===== src/rtl/atm_session_ctrl.sv =====
// ATM session controller: account/PIN store, card-PIN-menu-exec FSM, one-cycle done pulse with status.
// Latency: strobe to done 1 cycle, op to done 2 cycles; no backpressure, strobes outside PIN_WAIT/MENU are dropped.
module atm_session_ctrl #(
  parameter int NUM_ACCOUNTS = 10,
  parameter int BAL_W = 32,
  parameter int PIN_W = 16,
  parameter int MAX_PIN_TRIES = 3,
  parameter int TIMEOUT_CYCLES = 1000,
  parameter int SESSION_LIMIT = 5000,
  parameter int INIT_BALANCE = 1000,
  parameter logic [PIN_W-1:0] INIT_PIN = 16'h1234,
  localparam int ACC_W = (NUM_ACCOUNTS > 1) ? $clog2(NUM_ACCOUNTS) : 1
) (
  input  logic                    clk,
  input  logic                    rst,
  input  logic                    card_valid,
  input  logic [ACC_W-1:0]        acc_num,
  input  logic                    pin_valid,
  input  logic [PIN_W-1:0]        pin,
  input  logic                    op_valid,
  input  logic [2:0]              op,
  input  logic [BAL_W-1:0]        amount,
  input  logic [PIN_W-1:0]        new_pin,
  output logic                    done,
  output logic [2:0]              status,
  output logic [BAL_W-1:0]        balance,
  output logic [2:0]              state,
  output logic [NUM_ACCOUNTS-1:0] locked
);

  localparam logic [2:0] S_IDLE = 3'd0, S_PIN_WAIT = 3'd1, S_MENU = 3'd2, S_EXEC = 3'd3, S_EJECT = 3'd4;
  localparam logic [2:0] OP_BALANCE = 3'd0, OP_WITHDRAW = 3'd1, OP_DEPOSIT = 3'd2, OP_CHANGE_PIN = 3'd3,
                         OP_EXIT = 3'd4;
  localparam logic [2:0] ST_OK = 3'd0, ST_BAD_ACC = 3'd1, ST_BAD_PIN = 3'd2, ST_LOCKED = 3'd3,
                         ST_NSF = 3'd4, ST_OVER_LIMIT = 3'd5, ST_OVERFLOW = 3'd6, ST_TIMEOUT = 3'd7;

  localparam int TRY_W = $clog2(MAX_PIN_TRIES + 1);
  localparam int TMO_W = $clog2(TIMEOUT_CYCLES);
  localparam logic [TRY_W-1:0] TRY_MAX   = TRY_W'(MAX_PIN_TRIES);
  localparam logic [TMO_W-1:0] TMO_LAST  = TMO_W'(TIMEOUT_CYCLES - 1);
  localparam logic [BAL_W-1:0] INIT_BAL  = BAL_W'(INIT_BALANCE);
  localparam logic [BAL_W:0]   LIMIT_V   = (BAL_W + 1)'(SESSION_LIMIT);
  localparam logic [ACC_W:0]   NUM_ACC_V = (ACC_W + 1)'(NUM_ACCOUNTS);

  logic [BAL_W-1:0] bal_mem [NUM_ACCOUNTS];
  logic [PIN_W-1:0] pin_mem [NUM_ACCOUNTS];
  logic [TRY_W-1:0] tries   [NUM_ACCOUNTS];

  logic [ACC_W-1:0] cur_acc;
  logic [BAL_W-1:0] sess_total;
  logic [BAL_W-1:0] amt_q;
  logic [PIN_W-1:0] npin_q;
  logic [2:0]       op_q;
  logic [TMO_W-1:0] tmo_cnt;

  logic [BAL_W-1:0] cur_bal;
  logic [BAL_W:0]   wd_total;
  logic [BAL_W:0]   dep_sum;
  logic [TRY_W-1:0] tries_nxt;
  logic             acc_ok;
  logic             op_ok;
  logic             tmo_hit;

  assign cur_bal   = bal_mem[cur_acc];
  assign wd_total  = {1'b0, sess_total} + {1'b0, amt_q};
  assign dep_sum   = {1'b0, cur_bal} + {1'b0, amt_q};
  assign tries_nxt = tries[cur_acc] + TRY_W'(1);
  assign acc_ok    = {1'b0, acc_num} < NUM_ACC_V;
  assign op_ok     = op_valid && (op <= OP_EXIT);
  assign tmo_hit   = (tmo_cnt == TMO_LAST);

  always_ff @(posedge clk) begin
    if (rst) begin
      for (int i = 0; i < NUM_ACCOUNTS; i++) begin
        bal_mem[i] <= INIT_BAL;
        pin_mem[i] <= INIT_PIN;
        tries[i]   <= '0;
      end
      locked     <= '0;
      done       <= 1'b0;
      status     <= ST_OK;
      balance    <= '0;
      state      <= S_IDLE;
      cur_acc    <= '0;
      sess_total <= '0;
      amt_q      <= '0;
      npin_q     <= '0;
      op_q       <= OP_BALANCE;
      tmo_cnt    <= '0;
    end else begin
      done <= 1'b0;
      case (state)
        S_IDLE: begin
          if (card_valid) begin
            if (!acc_ok) begin
              done   <= 1'b1;
              status <= ST_BAD_ACC;
              state  <= S_EJECT;
            end else if (locked[acc_num]) begin
              done   <= 1'b1;
              status <= ST_LOCKED;
              state  <= S_EJECT;
            end else begin
              cur_acc    <= acc_num;
              sess_total <= '0;
              tmo_cnt    <= '0;
              state      <= S_PIN_WAIT;
            end
          end
        end
        S_PIN_WAIT: begin
          if (!card_valid) begin
            state <= S_IDLE;
          end else if (pin_valid) begin
            tmo_cnt <= '0;
            done    <= 1'b1;
            if (pin == pin_mem[cur_acc]) begin
              tries[cur_acc] <= '0;
              balance        <= cur_bal;
              status         <= ST_OK;
              state          <= S_MENU;
            end else begin
              tries[cur_acc] <= tries_nxt;
              if (tries_nxt == TRY_MAX) begin
                locked[cur_acc] <= 1'b1;
                status          <= ST_LOCKED;
                state           <= S_EJECT;
              end else begin
                status <= ST_BAD_PIN;
              end
            end
          end else if (tmo_hit) begin
            done   <= 1'b1;
            status <= ST_TIMEOUT;
            state  <= S_EJECT;
          end else begin
            tmo_cnt <= tmo_cnt + TMO_W'(1);
          end
        end
        S_MENU: begin
          if (!card_valid) begin
            state <= S_IDLE;
          end else if (op_ok) begin
            op_q    <= op;
            amt_q   <= amount;
            npin_q  <= new_pin;
            tmo_cnt <= '0;
            state   <= S_EXEC;
          end else if (tmo_hit) begin
            done   <= 1'b1;
            status <= ST_TIMEOUT;
            state  <= S_EJECT;
          end else begin
            tmo_cnt <= tmo_cnt + TMO_W'(1);
          end
        end
        S_EXEC: begin
          // Failed ops fall through with stored state untouched; balance output re-reads the store.
          done    <= 1'b1;
          status  <= ST_OK;
          balance <= cur_bal;
          tmo_cnt <= '0;
          state   <= (op_q == OP_EXIT) ? S_EJECT : S_MENU;
          case (op_q)
            OP_WITHDRAW: begin
              if (wd_total > LIMIT_V) begin
                status <= ST_OVER_LIMIT;
              end else if (amt_q > cur_bal) begin
                status <= ST_NSF;
              end else begin
                bal_mem[cur_acc] <= cur_bal - amt_q;
                balance          <= cur_bal - amt_q;
                sess_total       <= sess_total + amt_q;
              end
            end
            OP_DEPOSIT: begin
              if (dep_sum[BAL_W]) begin
                status <= ST_OVERFLOW;
              end else begin
                bal_mem[cur_acc] <= dep_sum[BAL_W-1:0];
                balance          <= dep_sum[BAL_W-1:0];
              end
            end
            OP_CHANGE_PIN: begin
              if (npin_q == '0) status <= ST_BAD_PIN;
              else pin_mem[cur_acc] <= npin_q;
            end
            default: ;
          endcase
        end
        S_EJECT: begin
          if (!card_valid) begin
            state   <= S_IDLE;
            balance <= '0;
          end
        end
        default: state <= S_IDLE;
      endcase
    end
  end

endmodule


===== config.mk =====
export PLATFORM = sky130hd
export DESIGN_NAME = atm_session_ctrl
export DESIGN_NICKNAME = d
export VERILOG_FILES = /design/src/rtl/atm_session_ctrl.sv
export SDC_FILE = /design/constraint.sdc
export NUM_CORES = 2
export LEC_CHECK = 0
export CAP_MARGIN = 15
export CORE_ASPECT_RATIO = 1.75
export CORE_MARGIN = 2
export CORE_UTILIZATION = 44
export DETAILED_ROUTE_END_ITERATION = 6
export SYNTH_ARGS = -nofsm -noshare
export SYNTH_HDL_FRONTEND = slang
export SYNTH_SLANG_ARGS = --single-unit
export TNS_END_PERCENT = 20

===== constraint.sdc =====
create_clock -name clk -period 11.76 [get_ports clk]
set_input_delay 1.176 -clock clk [delete_from_list [all_inputs] [get_ports clk]]
set_output_delay 1.176 -clock clk [all_outputs]
set_load 0.1 [all_outputs]

Word level (Yosys, flattened, before mapping)
Memory sizes are Yosys's and may differ from the RTL's. A register that Yosys moved wholly into a read port is not among the register bits.
Index checks and enable logic that the tools add are counted.
{ "classes": {"reduce_logical": 18, "n_eq_ne": 25, "add_sub_neg": 6, "div_mod_pow": 0, "n_mux": 114, "n_mul": 0, "n_bitwise": 5, "n_shift": 0, "n_lt_le_gt_ge": 7} }
{ "ops": {"columns": ["op", "count"], "rows": [
  ["two-way mux 32 bit", 15],
  ["one-hot mux 32 bit (2 select lines)", 2],
  ["one-hot mux 32 bit (3 select lines)", 1],
  ["two-way mux 10 bit", 8],
  ["two-way mux 3 bit", 23],
  ["adder 32 x 32 -> 33 bit", 2],
  ["two-way mux 1 bit", 44],
  ["one-hot mux 10 bit (4 select lines)", 1],
  ["two-way mux 4 bit", 9],
  ["greater-than comparator 33 x 13 -> 1 bit (second input constant)", 1],
  ["adder 32 bit", 1],
  ["greater-than comparator 32 bit", 1],
  ["OR reduction 32 bit", 1],
  ["subtractor 32 bit", 1],
  ["inequality test 2 bit (second input constant)", 11],
  ["equality test 16 bit", 1],
  ["logical NOT 16 bit", 1],
  ["two-way mux 16 bit", 1],
  ["OR reduction 16 bit", 1],
  ["one-hot mux 3 bit (5 select lines)", 1],
  ["equality test 3 x 2 -> 1 bit (second input constant)", 4],
  ["one-hot mux 3 bit (4 select lines)", 1],
  ["AND reduction 6 bit", 2],
  ["adder 10 x 1 -> 10 bit (second input constant)", 1],
  ["other kinds (30)", 41]
]} }
{ "word_totals": {"rom_bits": 0, "in_bits": 76, "word_cells": 189, "ramBits": 500, "reg_bits": 146, "output_inout_bits": 49, "latch_bits": 0, "mem_count": 3} }
{ "memory_table": {"columns": ["name", "words", "width", "rd", "rd_ports_with_merged_regs", "write_ports", "line", "rtl"], "rows": [
  ["bal_mem", 10, 32, 1, 1, 10, "45", "logic [BAL_W-1:0] bal_mem [NUM_ACCOUNTS];"],
  ["pin_mem", 10, 16, 1, 1, 10, "46", "logic [PIN_W-1:0] pin_mem [NUM_ACCOUNTS];"],
  ["tries", 10, 2, 1, 1, 10, "47", "logic [TRY_W-1:0] tries [NUM_ACCOUNTS];"]
]} }

Longest topological paths before layout
{ "logic_depth": {"depth_word": 10, "mapped_depth": 25} }

Worst setup path before layout
OpenSTA, ideal clock, no wires.
{ "synth_path": {"path_kind": "flip-flop to flip-flop", "from": "reg with a tool-made name", "to": "mem bal_mem[6][0] (enable)", "path_stages_with_launch": 23, "setup_time_ns": 0.466, "path_buffers": 8, "path_slack_ns": 3.191, "arrival_ns": 8.103, "required_ns": 11.294, "path_cell_list": "dfxtp_1 -> buf_6 -> buf_6 -> buf_2 -> buf_2 -> buf_1 -> buf_2 -> mux4_2 -> mux4_2 -> ha_1 -> clkbuf_1 -> inv_1 -> o31ai_1 -> nand4_1 -> a31oi_1 -> o31ai_1 -> o21ai_0 -> inv_1 -> or3_1 -> nor3_4 -> o21ai_1 -> clkbuf_1 -> o21ai_0"} }
{ "synth_lines": {"columns": ["element", "line"], "rows": [
  ["end, declared", "45"]
]} }

==> metrics list <==
- Final HPWL from detailed placement: 94300 microns
- Via count of the first global-routing pass: 31100
- Pin count of the biggest net entering global routing: 120
* Post-Route Skew: 0.0554 ns
* Kind of capture point of the worst setup path: flop
* Average routed wire per standard cell: 27.8 microns
- Post-Syn Area: 0.0456 sq mm
- CTS Buf Count: 87
- Status: complete, but fails checks
- Number of cells traversed by the worst register-to-register path: 16
* Area growth, synth to finish: 12.8%
- Max Fanout on Critical Path: 42
- For this run, asynchronously set or reset flops after synthesis account for 0%.
* Wire length of the first global-routing pass: 205000 microns
- The Yosys step of the flow raised 0 warnings.
- Data arrives at the worst endpoint at 7.74 ns.
- Clock network latency to the later pin of the worst-skew pair: 0.72 ns
* Synthesized flop and latch total: 950
* Flip-flop cell with the highest count after synthesis: sky130_fd_sc_hd__edfxtp_1
- Using the TritonRoute via totals, the vias-per-cell ratio works out to 6.05.
- Area inside the core boundary: 0.103 sq mm
- Last weighted congestion value of the routability-driven placer: 0.956
- Each instance of the synthesized netlist takes up on average 12.7 sq um.
* RSZ-0062 raised after global routing: false
- Top area cells in the synthesized netlist: sky130_fd_sc_hd__edfxtp_1 (53%), sky130_fd_sc_hd__mux4_2 (12%), sky130_fd_sc_hd__dfxtp_1 (6.6%)
* Leak pwr: 16.4 nW
* Shortest period the worst path allows: 7.25 ns
- Share of final-layout standard cells stronger than drive strength 1: 14.5%
* Chip width: 247 microns
* Syn Nets: 3769
* Fin worst setup slack: 4.51 ns
- The clock drives 950 sinks.
- Overall overflow remaining after global route: 0
- The clock passes through at most 3 buffers.
- Unique cell type count in the Yosys netlist: 96
* Worst hold slack after final layout: 0.463 ns
- The worst register-to-register path ends at bal_mem[15][20]$_DFFE_PP_.
* Count of antenna-violating nets left after detailed routing: 0
* Vertical extent of the die: 430 microns
- Total cell area at the placement stage: 0.0485 sq mm
- Including well taps, the total number of placed cells is 4913.
- The number of endpoints with negative hold slack in the final report was 0.
- Count of routing violations after the opening detailed-route iteration: 2779
- Root buffer selected by CTS: sky130_fd_sc_hd__clkbuf_16
- Required time at the worst-slack endpoint: 12.25 ns
- Port Buffer Count: 124
* Endpoints failing setup: 0
- Synthesis handed over a netlist of 3592 instances.
- Gates resized, CTS repair: 0
* Final Instance Count excl. Fillers: 5075
- After routing the design area is 0.0514 sq mm.
* Standard-cell row count: 156
* Number of enable flip-flop cells after synthesis: 800
- Peak supply drop: 0.116 mV
* Leading post-synthesis cells by instance count: sky130_fd_sc_hd__edfxtp_1 (800), sky130_fd_sc_hd__nor2_1 (455), sky130_fd_sc_hd__nand2_1 (388), sky130_fd_sc_hd__mux4_2 (245), sky130_fd_sc_hd__a21oi_1 (219)
- Maximum operating frequency: 138 MHz
* Startpoint types: flop
- The pre-antenna-repair detailed-routing pass consisted of 7 iterations.
- Timing analysis after detailed placement gives a worst setup slack of 4.53 ns.
- Max-cap violations in this run came to 0.
- The share of the Yosys chip area taken by registers is 59.3%.
* Final net count: 3838
* Via count: 30700
- Wire length reported by the detailed router: 141000 microns
- In the global route stage, overall resource usage came out at 26.5%.
- R2r setup slk: 4.51 ns
- Power density relative to cell area: 148 mW/mm^2
- Clock slew at reported path FFs: 0.06 ns
* Dominant cell by count in the synthesized netlist: sky130_fd_sc_hd__edfxtp_1
- Adding up every negative setup slack in the final design gives 0 ns.
- Top-area cell type share of the netlist area: 52.7%
- The floorplan step defined a die boundary enclosing 0.106 sq mm.
- The repair_antennas step left the layout with diodes totalling 0.
* CTS H-Tree Depth: 3
* Violated checks: DRC
- Worst setup endpoint: bal_mem[15][20]$_DFFE_PP_
* Worst hold path class: flop to flop
- The number of antenna violations at the first check in global routing came to 0.
- Slew margin rel.: 21.9%
- During I/O placement, the number of pins put on the boundary was 125.
- Period utilisation layout: 61.6%
- The setup path with the least slack is of type flop to flop.
- Initial cell density of the core: 44.2%
- Post-CTS setup buffer count: 0
* Least-Margin Pin Slew: 1.17 ns
* Cell type with the highest aggregate area in the netlist: sky130_fd_sc_hd__edfxtp_1
- Hold repair after CTS inserted 0 buffers.
- In the routed design, unresolved DRC markers number 1.
- The max-slew violation total from the final report came to 0.
- CTS tree: yes
[state kept, by name, summed over array words and instances, names as in the netlist, named ones only]
signal      count
state           3
sess_total     32
pin_mem       256
status          3
locked         10
bal_mem       512
tmo_cnt        10
tries          32
done            1
cur_acc         4
amt_q          32
balance        32
npin_q         16
op_q            3
[worst max-delay path: stages, from the launching register on]
cell	delay [ns]
sky130_fd_sc_hd__dfxtp_4	0.81
sky130_fd_sc_hd__buf_4	0.76
sky130_fd_sc_hd__mux4_2	0.66
sky130_fd_sc_hd__ha_1	0.26
sky130_fd_sc_hd__fa_1	0.44
sky130_fd_sc_hd__nor2b_1	0.19
sky130_fd_sc_hd__o21ai_1	0.21
sky130_fd_sc_hd__a31oi_1	0.14
sky130_fd_sc_hd__a211oi_1	0.35
sky130_fd_sc_hd__buf_4	0.22
sky130_fd_sc_hd__o31ai_1	0.16
sky130_fd_sc_hd__a211o_1	0.33
sky130_fd_sc_hd__and2_1	0.32
sky130_fd_sc_hd__buf_4	0.27
sky130_fd_sc_hd__a21oi_4	0.75
sky130_fd_sc_hd__nand3b_1	0.68
sky130_fd_sc_hd__inv_1	0.39
[cells by family after synthesis]
kind of cell | synth area share, %
mux | 12.7
fa+ha+maj | 2.82
compound gates | 8.50
xor+xnor | 1.63
buf+inv | 3.11
simple gates | 11.9
flops | 59.3
[worst min path at each step]
stage                                      from                           to  slack [ns]  depth (start not counted)
finish              sess_total[12]$_SDFFE_PP0P_  sess_total[12]$_SDFFE_PP0P_        0.46                          2
global route         sess_total[9]$_SDFFE_PP0P_   sess_total[9]$_SDFFE_PP0P_        0.47                          2
CTS                  sess_total[2]$_SDFFE_PP0P_   sess_total[2]$_SDFFE_PP0P_        0.46                          2
detailed placement   sess_total[2]$_SDFFE_PP0P_   sess_total[2]$_SDFFE_PP0P_        0.45                          2
global placement     sess_total[2]$_SDFFE_PP0P_   sess_total[2]$_SDFFE_PP0P_        0.44                          2
floorplan           sess_total[12]$_SDFFE_PP0P_  sess_total[12]$_SDFFE_PP0P_        0.44                          2
[per-stage QoR]
stage | total power, mW | utilization, %
3_5_place_dp | 4.73 | 47.0
6_report | 7.59 | 49.9
4_1_cts | 7.63 | 49.9
3_3_place_gp | 4.73 | 47.0
2_1_floorplan | 4.39 | -
5_1_grt | 7.81 | 49.9
[layout by cell type (no fill, tap or decap), types with 22 or more instances in the layout]
master / synthesis / final
sky130_fd_sc_hd__nor3_1: 89 / 84
sky130_fd_sc_hd__and3_1: 78 / 78
sky130_fd_sc_hd__a211oi_1: 26 / 26
sky130_fd_sc_hd__inv_1: 123 / 123
sky130_fd_sc_hd__nor4_1: 23 / 22
sky130_fd_sc_hd__clkbuf_16: 0 / 91
sky130_fd_sc_hd__dfxtp_1: 150 / 146
sky130_fd_sc_hd__nor2b_1: 28 / 28
sky130_fd_sc_hd__nand2_1: 388 / 384
sky130_fd_sc_hd__nand3_1: 45 / 43
sky130_fd_sc_hd__xor2_1: 37 / 37
sky130_fd_sc_hd__xnor2_1: 48 / 48
sky130_fd_sc_hd__clkdlybuf4s50_1: 0 / 123
sky130_fd_sc_hd__o21ai_0: 140 / 121
sky130_fd_sc_hd__buf_4: 4 / 80
sky130_fd_sc_hd__ha_1: 98 / 98
sky130_fd_sc_hd__edfxtp_1: 800 / 800
sky130_fd_sc_hd__a21o_1: 27 / 27
sky130_fd_sc_hd__mux2i_1: 23 / 23
sky130_fd_sc_hd__nor2_1: 455 / 440
sky130_fd_sc_hd__a21oi_1: 219 / 218
sky130_fd_sc_hd__o21bai_1: 25 / 25
sky130_fd_sc_hd__mux4_2: 245 / 245
[cell type report]
cell class              count  area (sq um)
clock inverters            45           510
well taps                1343          1680
flip-flops and latches    950         27000
clock buffers             115          2400
multi-input cells        2289         17400
repair buffers            207          1900
inverters                 126           473
fillers                  8990         51700
[per-layer routing]
metal / GRT usage, % / up-vias / share of wire (%)
li1: - / 13600 / -
met4: 11.0 / 0 / 4.5
met2: 47.7 / 1243 / 53
met3: 3.72 / 318 / 6.2
met1: 31.5 / 15500 / 36
met5: 0 / - / 0
[where the power goes]
part	switching [mW]	internal [mW]	total, mW
clock	1.28	1.64	2.92
sequential	0.0462	3.71	3.76
combinational	0.591	0.320	0.910
total	1.92	5.67	7.59
Note: power is estimated with default switching activity, not from simulation.
